===== config.mk =====
export PLATFORM = sky130hd
export DESIGN_NAME = ck_sync_fifo_flat
export DESIGN_NICKNAME = d
export VERILOG_FILES = /design/src/rtl/ck_sync_fifo_if.sv /design/src/rtl/ck_sync_fifo.sv /design/src/flat_wrapper.sv
export SDC_FILE = /design/constraint.sdc
export NUM_CORES = 1
export LEC_CHECK = 0
export BUFFER_PORTS_ARGS = -buffer_cell sky130_fd_sc_hd__clkbuf_2
export CAP_MARGIN = 10
export CORE_UTILIZATION = 35
export CTS_CLUSTER_DIAMETER = 50
export DETAILED_ROUTE_END_ITERATION = 10
export GPL_TIMING_DRIVEN = 1
export SYNTH_ARGS = -nofsm -noshare
export SYNTH_HDL_FRONTEND = slang
export SYNTH_SLANG_ARGS = --single-unit

===== constraint.sdc =====
create_clock -name ck -period 5.63 [get_ports ck]
set_clock_uncertainty 0.15 [all_clocks]
set_input_delay 0.563 -clock ck [delete_from_list [all_inputs] [get_ports ck]]
set_output_delay 0.563 -clock ck [all_outputs]
set_load 0.05 [all_outputs]

===== src/rtl/ck_sync_fifo_if.sv =====
// Producer/consumer bundle for ck_sync_fifo; master drives requests, slave is the FIFO.
interface ck_sync_fifo_if #(
  parameter int DATA_W = 8,
  parameter int CNT_W  = 5
);
  logic [DATA_W-1:0] dataIn;
  logic              push;
  logic              pop;
  logic              clrErr;
  logic [DATA_W-1:0] dataOut;
  logic              dataValid;
  logic              full;
  logic              almostFull;
  logic              empty;
  logic              almostEmpty;
  logic [CNT_W-1:0]  count;
  logic              overflow;
  logic              underflow;

  modport master (
    output dataIn, push, pop, clrErr,
    input  dataOut, dataValid, full, almostFull, empty, almostEmpty, count, overflow, underflow
  );

  modport slave (
    input  dataIn, push, pop, clrErr,
    output dataOut, dataValid, full, almostFull, empty, almostEmpty, count, overflow, underflow
  );
endinterface


===== src/rtl/ck_sync_fifo.sv =====
// Single-clock FIFO with level flags, occupancy count and sticky error flags; read latency 1 (FWFT=0) or 0 (FWFT=1).
// Full FIFO rejects push, empty FIFO rejects pop; rejections set sticky overflow/underflow.
module ck_sync_fifo #(
  parameter int DATA_W = 8,
  parameter int DEPTH  = 16,
  parameter int AF_LVL = 12,
  parameter int AE_LVL = 2,
  parameter int FWFT   = 0,
  localparam int ADDR_W = $clog2(DEPTH),
  localparam int CNT_W  = $clog2(DEPTH + 1)
) (
  input  logic           ck,
  input  logic           rst,
  ck_sync_fifo_if.slave  bus
);

  logic [DATA_W-1:0] r_mem [DEPTH];
  logic [ADDR_W-1:0] r_wr_ptr;
  logic [ADDR_W-1:0] r_rd_ptr;
  logic [CNT_W-1:0]  r_count;
  logic              r_ovf;
  logic              r_udf;

  logic w_full;
  logic w_empty;
  logic w_push_acc;
  logic w_pop_acc;

  // Acceptance looks only at registered occupancy, so a pop never makes room for a same-cycle push.
  assign w_full     = (r_count == CNT_W'(DEPTH));
  assign w_empty    = (r_count == '0);
  assign w_push_acc = bus.push & ~w_full;
  assign w_pop_acc  = bus.pop & ~w_empty;

  always_ff @(posedge ck) begin
    if (!rst && w_push_acc) begin
      r_mem[r_wr_ptr] <= bus.dataIn;
    end
  end

  always_ff @(posedge ck) begin
    if (rst) begin
      r_wr_ptr <= '0;
      r_rd_ptr <= '0;
      r_count  <= '0;
    end else begin
      if (w_push_acc) begin
        r_wr_ptr <= (r_wr_ptr == ADDR_W'(DEPTH - 1)) ? '0 : r_wr_ptr + ADDR_W'(1);
      end
      if (w_pop_acc) begin
        r_rd_ptr <= (r_rd_ptr == ADDR_W'(DEPTH - 1)) ? '0 : r_rd_ptr + ADDR_W'(1);
      end
      case ({w_push_acc, w_pop_acc})
        2'b10:   r_count <= r_count + CNT_W'(1);
        2'b01:   r_count <= r_count - CNT_W'(1);
        default: r_count <= r_count;
      endcase
    end
  end

  // A new error event outranks a same-cycle clear.
  always_ff @(posedge ck) begin
    if (rst) begin
      r_ovf <= 1'b0;
      r_udf <= 1'b0;
    end else begin
      if (bus.push && w_full) begin
        r_ovf <= 1'b1;
      end else if (bus.clrErr) begin
        r_ovf <= 1'b0;
      end
      if (bus.pop && w_empty) begin
        r_udf <= 1'b1;
      end else if (bus.clrErr) begin
        r_udf <= 1'b0;
      end
    end
  end

  assign bus.full        = w_full;
  assign bus.empty       = w_empty;
  assign bus.almostFull  = (r_count >= CNT_W'(AF_LVL));
  assign bus.almostEmpty = (r_count <= CNT_W'(AE_LVL));
  assign bus.count       = r_count;
  assign bus.overflow    = r_ovf;
  assign bus.underflow   = r_udf;

  if (FWFT == 0) begin : g_reg_rd
    logic [DATA_W-1:0] r_data_out;
    logic              r_data_vld;

    always_ff @(posedge ck) begin
      if (rst) begin
        r_data_out <= '0;
        r_data_vld <= 1'b0;
      end else begin
        r_data_vld <= w_pop_acc;
        if (w_pop_acc) begin
          r_data_out <= r_mem[r_rd_ptr];
        end
      end
    end

    assign bus.dataOut   = r_data_out;
    assign bus.dataValid = r_data_vld;
  end else begin : g_fwft
    // Head word is presented straight from storage; pop acknowledges it.
    assign bus.dataOut   = r_mem[r_rd_ptr];
    assign bus.dataValid = ~w_empty;
  end

endmodule


===== src/flat_wrapper.sv =====
// flat-port wrapper written by rule: the top's interface ports become plain ports
module ck_sync_fifo_flat 
#(
  parameter int DATA_W = 8,
  parameter int DEPTH  = 16,
  parameter int AF_LVL = 12,
  parameter int AE_LVL = 2,
  parameter int FWFT   = 0,
  localparam int ADDR_W = $clog2(DEPTH),
  localparam int CNT_W  = $clog2(DEPTH + 1)
)
  (ck, rst, bus_dataIn, bus_push, bus_pop, bus_clrErr, bus_dataOut, bus_dataValid, bus_full, bus_almostFull, bus_empty, bus_almostEmpty, bus_count, bus_overflow, bus_underflow);
  ck_sync_fifo_if #(.DATA_W(DATA_W), .CNT_W(5)) bus_i ();
  input  logic ck;
  input  logic rst;
  input wire logic [$bits(bus_i.dataIn)-1:0] bus_dataIn;
  input wire logic [$bits(bus_i.push)-1:0] bus_push;
  input wire logic [$bits(bus_i.pop)-1:0] bus_pop;
  input wire logic [$bits(bus_i.clrErr)-1:0] bus_clrErr;
  output wire logic [$bits(bus_i.dataOut)-1:0] bus_dataOut;
  output wire logic [$bits(bus_i.dataValid)-1:0] bus_dataValid;
  output wire logic [$bits(bus_i.full)-1:0] bus_full;
  output wire logic [$bits(bus_i.almostFull)-1:0] bus_almostFull;
  output wire logic [$bits(bus_i.empty)-1:0] bus_empty;
  output wire logic [$bits(bus_i.almostEmpty)-1:0] bus_almostEmpty;
  output wire logic [$bits(bus_i.count)-1:0] bus_count;
  output wire logic [$bits(bus_i.overflow)-1:0] bus_overflow;
  output wire logic [$bits(bus_i.underflow)-1:0] bus_underflow;
  assign bus_i.dataIn = bus_dataIn;
  assign bus_i.push = bus_push;
  assign bus_i.pop = bus_pop;
  assign bus_i.clrErr = bus_clrErr;
  assign bus_dataOut = bus_i.dataOut;
  assign bus_dataValid = bus_i.dataValid;
  assign bus_full = bus_i.full;
  assign bus_almostFull = bus_i.almostFull;
  assign bus_empty = bus_i.empty;
  assign bus_almostEmpty = bus_i.almostEmpty;
  assign bus_count = bus_i.count;
  assign bus_overflow = bus_i.overflow;
  assign bus_underflow = bus_i.underflow;
  ck_sync_fifo #(.DATA_W(DATA_W), .DEPTH(DEPTH), .AF_LVL(AF_LVL), .AE_LVL(AE_LVL), .FWFT(FWFT)) u_core (.ck(ck), .rst(rst), .bus(bus_i));
endmodule

==> results of run 1 <==
state kept, by name (all words and copies together), names as in the netlist:
name,cells
u_core.bus.underflow,1
u_core.r_rd_ptr,4
u_core.r_wr_ptr,4
u_core.bus.count,5
u_core.r_mem,128
u_core.bus.overflow,1
u_core.bus.dataOut,8
u_core.bus.dataValid,1
how the worst max path moves through the flow:
stage | start | end | slack (ns)
2_1_floorplan | u_core.bus.count[2] | bus_almostEmpty | 1.69
3_3_place_gp | rst | u_core.r_mem[0][4] | 2.29
3_5_place_dp | rst | u_core.r_mem[3][3] | 2.34
4_1_cts | u_core.bus.count[1] | u_core.bus.count[2] | 2.49
5_1_grt | u_core.bus.count[2] | u_core.bus.count[2] | 2.26
6_report | u_core.bus.count[2] | u_core.bus.count[4] | 2.46
through the flow:
stage          total power [uW]  instance area, um^2  hold WS, ns  setup WS, ns
6_report                   3378                 7211       0.3050         2.464
5_1_grt                    3511                 7211       0.3069         2.263
4_1_cts                    3405                 7198       0.2971         2.490
3_5_place_dp               2168                 6551       0.3781         2.341
3_3_place_gp               2153                 6539       0.3772         2.294
2_1_floorplan              1996                 6188       0.3943         1.693
kinds of logic (layout without fill, tap and decap cells):
group	Yosys count	after routing
AO/OA/AOI/OAI	40	40
XOR/XNOR	5	5
flip-flops	152	152
AND/OR/NAND/NOR	71	71
buffers and inverters	30	79
adder cells (fa/ha/maj)	9	9
multiplexers	51	51
layout make-up:
| class | count | area share [%] |
|---|---|---|
| Timing Repair Buffer | 39 | 2.880 |
| Tap cell | 225 | 3.904 |
| Inverter | 8 | 0.4164 |
| Sequential cell | 152 | 59.99 |
| Multi-Input combinational cell | 176 | 23.84 |
| Clock buffer | 18 | 5.952 |
| Clock inverter | 14 | 3.019 |
synthesized netlist by cell type (all sizes together):
library cell,instances
edfxtp,128
xnor2,1
o211ai,2
a2111oi,1
nor2b,2
a41oi,2
inv,8
o22ai,1
a211oi,2
xor2,4
or4,1
nor3,7
nand2,16
ha,9
or4b,1
nand2b,4
nor4,1
a22oi,1
mux4,32
buf,12
nand3,1
o32ai,1
nor2,25
a21o,1
clkbuf,10
o21ai,2
o221ai,9
mux2i,19
dfxtp,24
or3,4
nand3b,9
a21oi,11
a211o,3
a221o,1
a31oi,3
cell usage in the layout (no fill, tap or decap), drive strengths merged, types with 2 or more instances in the layout:
cell type,synthesis,layout
edfxtp,128,128
a211oi,2,2
o21ai,2,2
nand3b,9,9
o221ai,9,9
nor2,25,25
o211ai,2,2
clkbuf,10,52
a211o,3,3
nor2b,2,2
a41oi,2,2
or3,4,4
a21oi,11,11
a31oi,3,3
nor3,7,7
clkinv,0,5
bufinv,0,5
nand2b,4,4
dfxtp,24,24
buf,12,5
mux4,32,32
xor2,4,4
nand2,16,16
inv,8,11
ha,9,9
mux2i,19,19
where the power goes:
part | total (uW) | leakage (uW) | internal (uW) | switching (uW)
Sequential | 1350 | 0.00135 | 1280 | 69.2
Combinational | 789 | 0.000704 | 260 | 529
Clock | 1240 | 0.000314 | 790 | 450
Total | 3380 | 0.00237 | 2330 | 1050
routing by layer:
| layer | global-route usage (%) | share of wire, % | vias to the layer above | wire (um) |
|---|---|---|---|---|
| met4 | 6.429 | 2.2 | 0 | 265 |
| met2 | 24.34 | 51 | 75 | 6251 |
| met1 | 17.96 | 43 | 1689 | 5258 |
| met5 | 0 | 0 | - | 0 |
| met3 | 3.791 | 3.9 | 17 | 476 |
| li1 | - | - | 1499 | - |
worst max-delay path, cell delays in order, from the launching register on:
cell and delay [ns]:
dfxtp_1 0.44, or4_4 0.59, o21ai_4 0.35, inv_2 0.14, ha_1 0.32, xor2_1 0.18
ha_1 0.22, a211o_1 0.26, a21oi_1 0.21, a211o_1 0.12, nand3_1 0.06
==> metrics.txt, run 1 <==
outcome finished clean; Synthesis Warnings 0; reg2reg end u_core.bus.count[4]; Avg Inst Size Synth 17.29 um^2; root buf cell clkbuf_16; Placed Instances 598; Detailed Route WL 12250 um; number of buffers added on ports 32; XOR/XNOR Fraction of Synth Area 0.7076%; CP max FO 14; multiplexer share of the synthesized area 14.72%; HP Class in2reg; detailed-route via count 3280; vias in the first global route 3211; Multi-input gate area 1719 um^2; number of iterations in the first detailed-routing pass 4; Setup CP Type reg2reg; clock-pin slew on the worst setup and hold paths 0.06 ns; Ports 33; reg2reg path depth 10; Synth cell types 41; post-cts resize count 0; Detail Placement HPWL 7745 um; Reg2Reg Setup Slack 2.46 ns; CTS buffer count 17; fmax 315.9 MHz; PwrDens 468.5 nW/um^2; post-synth top area cell edfxtp_1; Routed Antenna Nets 0; Post-Synthesis Cells 358; Tmin final 3.166 ns; initial antenna violation count 0; Yosys top cell area share 62.11%; worst reg2reg startpoint u_core.bus.count[2]; Initial Util 35.78%; cell area after synthesis 6188 um^2; Leak 0.002367 uW; first-pass GRT wire length 18960 um; CTS tree yes; non-filler cells, final 632; period utilization 56.23%; Seq/Total Area, Yosys 69.87%; largest family of logic cells by synthesized area multiplexers; largest net degree at the start of global routing 37; core area 17300 um^2; nets@finish 416; worst hold stages 3; nature of the critical path endpoint flop; synth top area cells edfxtp_1, mux4_2, dfxtp_1, mux2i_1, ha_1; hold buffers post-CTS 0; Synth Area in Compound Gates 4.792%; clk sinks 152; die width 135.0 um; final setup vio count 0; Row Count 48; Iter 0 DRT Violations 195; CTS max path bufs 2; Synthesized Nets 380; Finished Core Util 41.69%; global placer's final weighted congestion 0.8046; Post-Synth Adder-Cell Area 1.820%; fraction of layout cells with a size suffix above 1 26.29%; setup_tns 0 ns; simple-gate share of the synthesized area 5.742%; fin. max-slew vios 0; Peak supply drop 0.2881 mV; Remaining DRCs 0; #FFs+latches synth 152; Layout fillers 1544; hold endpoint u_core.bus.overflow; die height 135.0 um; Clock Latency Late Sink 0.42 ns; Final Hold Fails 0; max_cap viols 0; Required @ worst endpoint 5.78 ns; worst slew pin tran 1.010 ns; Overall Global Routing Usage 14.63%; Reg area 4325 um^2; Worst Setup Start Kind flop; post-CTS setup repair buffer count 0; RSZ-0062 raised after global routing false; Via density 5.190; DR WL/cell 19.38 um; die footprint 18220 um^2; # H-tree levels 4; Overflow after GRT 0; Max-Slew Margin vs Limit 32.40%; Worst Min Path Start bus_push; Area growth syn-to-layout 16.52%; WP data arrival 3.32 ns; Antenna diodes 0
(Power assumes the default switching activity.)
==> run 2: changes to the inputs <==
ABC_AREA = 1   (was not set)
clock period = 2.6 ns   (was 5.63 ns; I/O delays follow)
==> metrics.txt, run 2 <==
Tmin final 2.292 ns; fraction of layout cells with a size suffix above 1 13.03%; CP max FO 7; die width 140.0 um; DR WL/cell 15.22 um; fmax 436.3 MHz; Post-Synth Adder-Cell Area 1.690%; Detailed Route WL 14660 um; Ports 33; vias in the first global route 4506; Peak supply drop 0.4916 mV; most common cell after layout, fill and taps aside nand2_1; nature of the critical path endpoint flop; clk sinks 152; count leader, synth nand2_1; HP Class in2reg; period utilization 88.15%; ys async rst share 0%; Via density 4.724; Synthesis Warnings 0; Overall Global Routing Usage 16.29%; fin. max-slew vios 0; DP Area 7123 um^2; final setup vio count 0; Row Count 50; Placed Instances 928; Reg area 4325 um^2; Overflow after GRT 0; Worst Setup Start Kind flop; simple-gate share of the synthesized area 21.30%; die footprint 19590 um^2; post-synth top area cell edfxtp_1; Final Hold Fails 0; number of iterations in the first detailed-routing pass 4; max_cap viols 0; CTS tree yes; Leak 0.003154 uW; clock-pin slew on the worst setup and hold paths 0.06 ns; Max-Slew Margin vs Limit 50.12%; outcome finished clean; detailed-route via count 4549; RSZ-0062 raised after global routing false; Synth cell types 29; max reg flops 128; Iter 0 DRT Violations 234; Detail Placement HPWL 9407 um; Antenna diodes 0; first-pass GRT wire length 23850 um; Avg Inst Size Synth 10.00 um^2; Seq/Total Area, Yosys 64.91%; Initial Util 35.61%; Total Power 7780 uW; cell area after synthesis 6661 um^2; Yosys top cell area share 57.70%; CTS buffer count 17; number of synthesized flops with an enable pin 128; Post-Synthesis Cells 666; largest family of logic cells by synthesized area simple AND/OR/NAND/NOR gates; Remaining DRCs 0; Required @ worst endpoint 2.80 ns; setup_tns 0 ns; Multi-input gate area 1903 um^2; XOR/XNOR Fraction of Synth Area 0.6574%; multiplexer share of the synthesized area 0%; Routed Antenna Nets 0; Synthesized Nets 688; most frequent cells in the layout nand2_1, edfxtp_1, nor2_1; non-filler cells, final 963; PwrDens 1000 nW/um^2; root buf cell clkbuf_16; Biggest register u_core.r_mem; #FFs+latches synth 152; largest net degree at the start of global routing 84; synth top area cells edfxtp_1, nand2_1, dfxtp_1, nor2_1, inv_1; top_reg_cell synth edfxtp_1; core area 18710 um^2; # H-tree levels 4; Area growth syn-to-layout 16.74%; initial antenna violation count 0; worst slew pin tran 0.7472 ns; Clock Latency Late Sink 0.43 ns; Synth Area in Compound Gates 4.921%; Layout fillers 1808; CTS max path bufs 2; Finished Core Util 41.57%; Post-synth top cells nand2_1, edfxtp_1, nor2_1, inv_1, o21ai_0; Final Cell Area 7776 um^2; WP data arrival 2.50 ns; Setup CP Type reg2reg; number of buffers added on ports 32; nets@finish 738; die height 140.0 um; global placer's final weighted congestion 0.8151
-- run 2: timing repair --
item                      in CTS  in global routing
hold buffers                   3                  0
buffers inserted               0                  0
hold endpoints to repair       2                  0
resized for setup              0                  0
-- run 2: final cells by class --
class                   count  area share, %
clock buffers              18          5.519
clock inverters            14          2.494
inverters                  63          3.041
multi-input cells         423          24.47
flip-flops and latches    152          55.62
well taps                 234          3.765
repair buffers             59          5.084
-- run 2: per-stage QoR --
stage,hold slack [ns],setup slack [ns]
2_1_floorplan,0.2089,0.03349
3_3_place_gp,0.3026,0.3668
3_5_place_dp,0.3191,0.3183
4_1_cts,0.01963,0.3023
5_1_grt,0.03630,0.05494
6_report,0.02821,0.3082
-- run 2: where the power goes --
part           internal, uW  total [uW]  switching (uW)
sequential             2780        2890             113
clock                  1610        2590             981
combinational           644        2300            1650
-- run 2: worst max-delay path, cell delays in order (launching register included) --
cell	delay (ns)
dfxtp_1	0.42
inv_1	0.11
nand4_1	0.13
nand2_2	0.12
inv_1	0.09
ha_1	0.27
xor2_1	0.23
ha_1	0.18
inv_1	0.03
nand2_1	0.08
nand3_1	0.11
nand2_1	0.08
nand2_1	0.04
nand2_1	0.05
nand2_1	0.04
a21oi_1	0.10
-- run 2: cells by family (layout without fill, tap and decap cells) --
group / after synthesis / after routing
AO/OA/AOI/OAI: 64 / 64
XOR/XNOR: 5 / 5
adder cells (fa/ha/maj): 9 / 9
buffers and inverters: 91 / 154
flip-flops: 152 / 152
AND/OR/NAND/NOR: 345 / 345
-- run 2: worst paths after layout --
kind	slack (ns)	cells after the start	startpoint	to
worst min register to register	0.33	2	u_core.bus.overflow	u_core.bus.overflow
worst max-delay path	0.31	15	u_core.bus.count[4]	u_core.bus.count[4]
worst min-delay path	0.03	3	bus_pop	u_core.bus.dataValid
worst max register to register	0.31	15	u_core.bus.count[4]	u_core.bus.count[4]
-- run 2: metal layers --
| layer | up-vias | routed length [um] | global-route usage, % |
|---|---|---|---|
| li1 | 2288 | - | - |
| met1 | 2155 | 6788 | 21.24 |
| met2 | 88 | 6975 | 26.45 |
| met3 | 18 | 675 | 3.624 |
| met4 | 0 | 219 | 6.304 |
| met5 | - | 0 | 0 |
==> run 3: changes to the inputs <==
REMOVE_ABC_BUFFERS = 1   (was not set)
clock period = 2.7 ns   (was 2.6 ns; I/O delays follow)
==> metrics.txt, run 3 (synthesis gave the netlist of run 2 again) <==
clk sinks 152; Via density 4.632; nature of the critical path endpoint flop; DP Area 7136 um^2; CTS max path bufs 2; Area growth syn-to-layout 16.21%; Final Hold Fails 0; CTS buffer count 17; Overall Global Routing Usage 15.87%; die height 140.0 um; largest net degree at the start of global routing 37; worst slew pin tran 0.7110 ns; Met3 Wirelength 716 um; max_cap viols 0; nets@finish 744; Initial Util 35.61%; Peak supply drop 0.4189 mV; non-filler cells, final 969; Detailed Route WL 14560 um; Iter 0 DRT Violations 313; Final Cell Area 7741 um^2; Max-Slew Margin vs Limit 52.55%; Row Count 50; WP data arrival 2.52 ns; Routed Antenna Nets 0; # H-tree levels 4; Required @ worst endpoint 2.90 ns; CTS tree yes; Layout fillers 1758; die footprint 19590 um^2; Placed Instances 933; HP Class in2reg; Overflow after GRT 0; crit path from u_core.bus.count[2]; initial antenna violation count 0; Critical Path Sink u_core.bus.count[4]; post-cts resize count 0; highest metal used met4; global placer's final weighted congestion 0.8384; PwrDens 938.2 nW/um^2; Reg2Reg Setup Slack 0.38 ns; first-pass GRT wire length 23130 um; DR WL met2 6941 um; root buf cell clkbuf_16; Worst Setup Start Kind flop; Clock Latency Late Sink 0.43 ns; worst reg2reg startpoint u_core.bus.count[2]; Detail Placement HPWL 9177 um; Leak 0.003142 uW; number of buffers added on ports 32; Antenna diodes 0; core area 18710 um^2; setup_tns 0 ns; max reg flops 128; Remaining DRCs 0; RSZ-0062 raised after global routing false; Ports 33; fin. max-slew vios 0; fraction of layout cells with a size suffix above 1 13.06%; outcome finished clean; Setup CP Type reg2reg; Tmin final 2.322 ns; die width 140.0 um; fmax 430.7 MHz; clock-pin slew on the worst setup and hold paths 0.05 ns; final setup vio count 0; most frequent cells in the layout nand2_1, edfxtp_1, nor2_1; most common cell after layout, fill and taps aside nand2_1; met1 wire length 6641 um; number of iterations in the first detailed-routing pass 5; reg2reg end u_core.bus.count[4]; DR WL/cell 15.02 um; period utilization 86.00%; CP max FO 8; Total Power 7263 uW; worst hold stages 3; reg2reg path depth 14; vias in the first global route 4318; Biggest register u_core.r_mem; detailed-route via count 4488
## run 3: cell types whose count changed in the layout (fill, tap and decap cells not counted), sizes merged
cell	change
clkbuf	+8
buf	+5
clkinv	-5
bufinv	-3
clkinvlp	+1
dlygate4sd3	+1
inv	-1
## run 3: metal layers
metal,global-route usage [%],vias to the layer above
met4,7.172,0
met2,25.55,113
li1,-,2290
met1,20.48,2061
met5,0,-
met3,3.556,24
## run 3: worst min path at each step
stage / slack (ns) / to / from
2_1_floorplan: 0.19 / u_core.bus.count[4] / rst
3_3_place_gp: 0.30 / u_core.bus.overflow / u_core.bus.overflow
3_5_place_dp: 0.31 / u_core.bus.overflow / u_core.bus.overflow
4_1_cts: 0.07 / u_core.r_wr_ptr[1] / bus_push
5_1_grt: 0.1 / u_core.r_wr_ptr[1] / bus_push
6_report: 0.09 / u_core.r_wr_ptr[1] / bus_push
## run 3: timing repair
item | CTS | global route
buffers inserted | 0 | 0
hold buffers | 4 | 0
endpoints found under the hold margin | 3 | 0
## run 3: final cells by class
class / count / area, um^2 / share of cell area (%)
sequential: 152 / 4325 / 55.88
multi-input combinational: 423 / 1903 / 24.58
clock buffer: 26 / 499.2 / 6.449
timing repair buffer: 65 / 417.9 / 5.398
tap: 234 / 292.8 / 3.782
inverter: 63 / 236.5 / 3.055
clock inverter: 6 / 66.31 / 0.8566
## run 3: metrics by stage
stage	utilization (%)	hold WS [ns]	setup slack (ns)
global placement	38.15	0.3037	0.4499
floorplan	-	0.1891	-0.4292
global route	41.38	0.09766	0.1720
CTS	41.38	0.07054	0.3787
detailed placement	38.15	0.3052	0.3981
finish	41.38	0.09386	0.3779
## run 3: power by group
| part | internal [uW] | switching [uW] |
|---|---|---|
| clock network | 1370 | 893 |
| registers | 2680 | 116 |
| logic | 629 | 1580 |
| total | 4670 | 2590 |
## run 3: worst max-delay path, cell delays in order (launching register included)
cell and delay (ns):
dfxtp_1 0.34, nor2_2 0.17, nand4_1 0.16, nand2_2 0.18
ha_1 0.29, xor2_1 0.22, ha_1 0.18, inv_1 0.04
nand2_1 0.10, nand3_1 0.10, nand2_1 0.07, nand2_1 0.05
nand2_1 0.05, nand2_1 0.05, a21oi_1 0.10
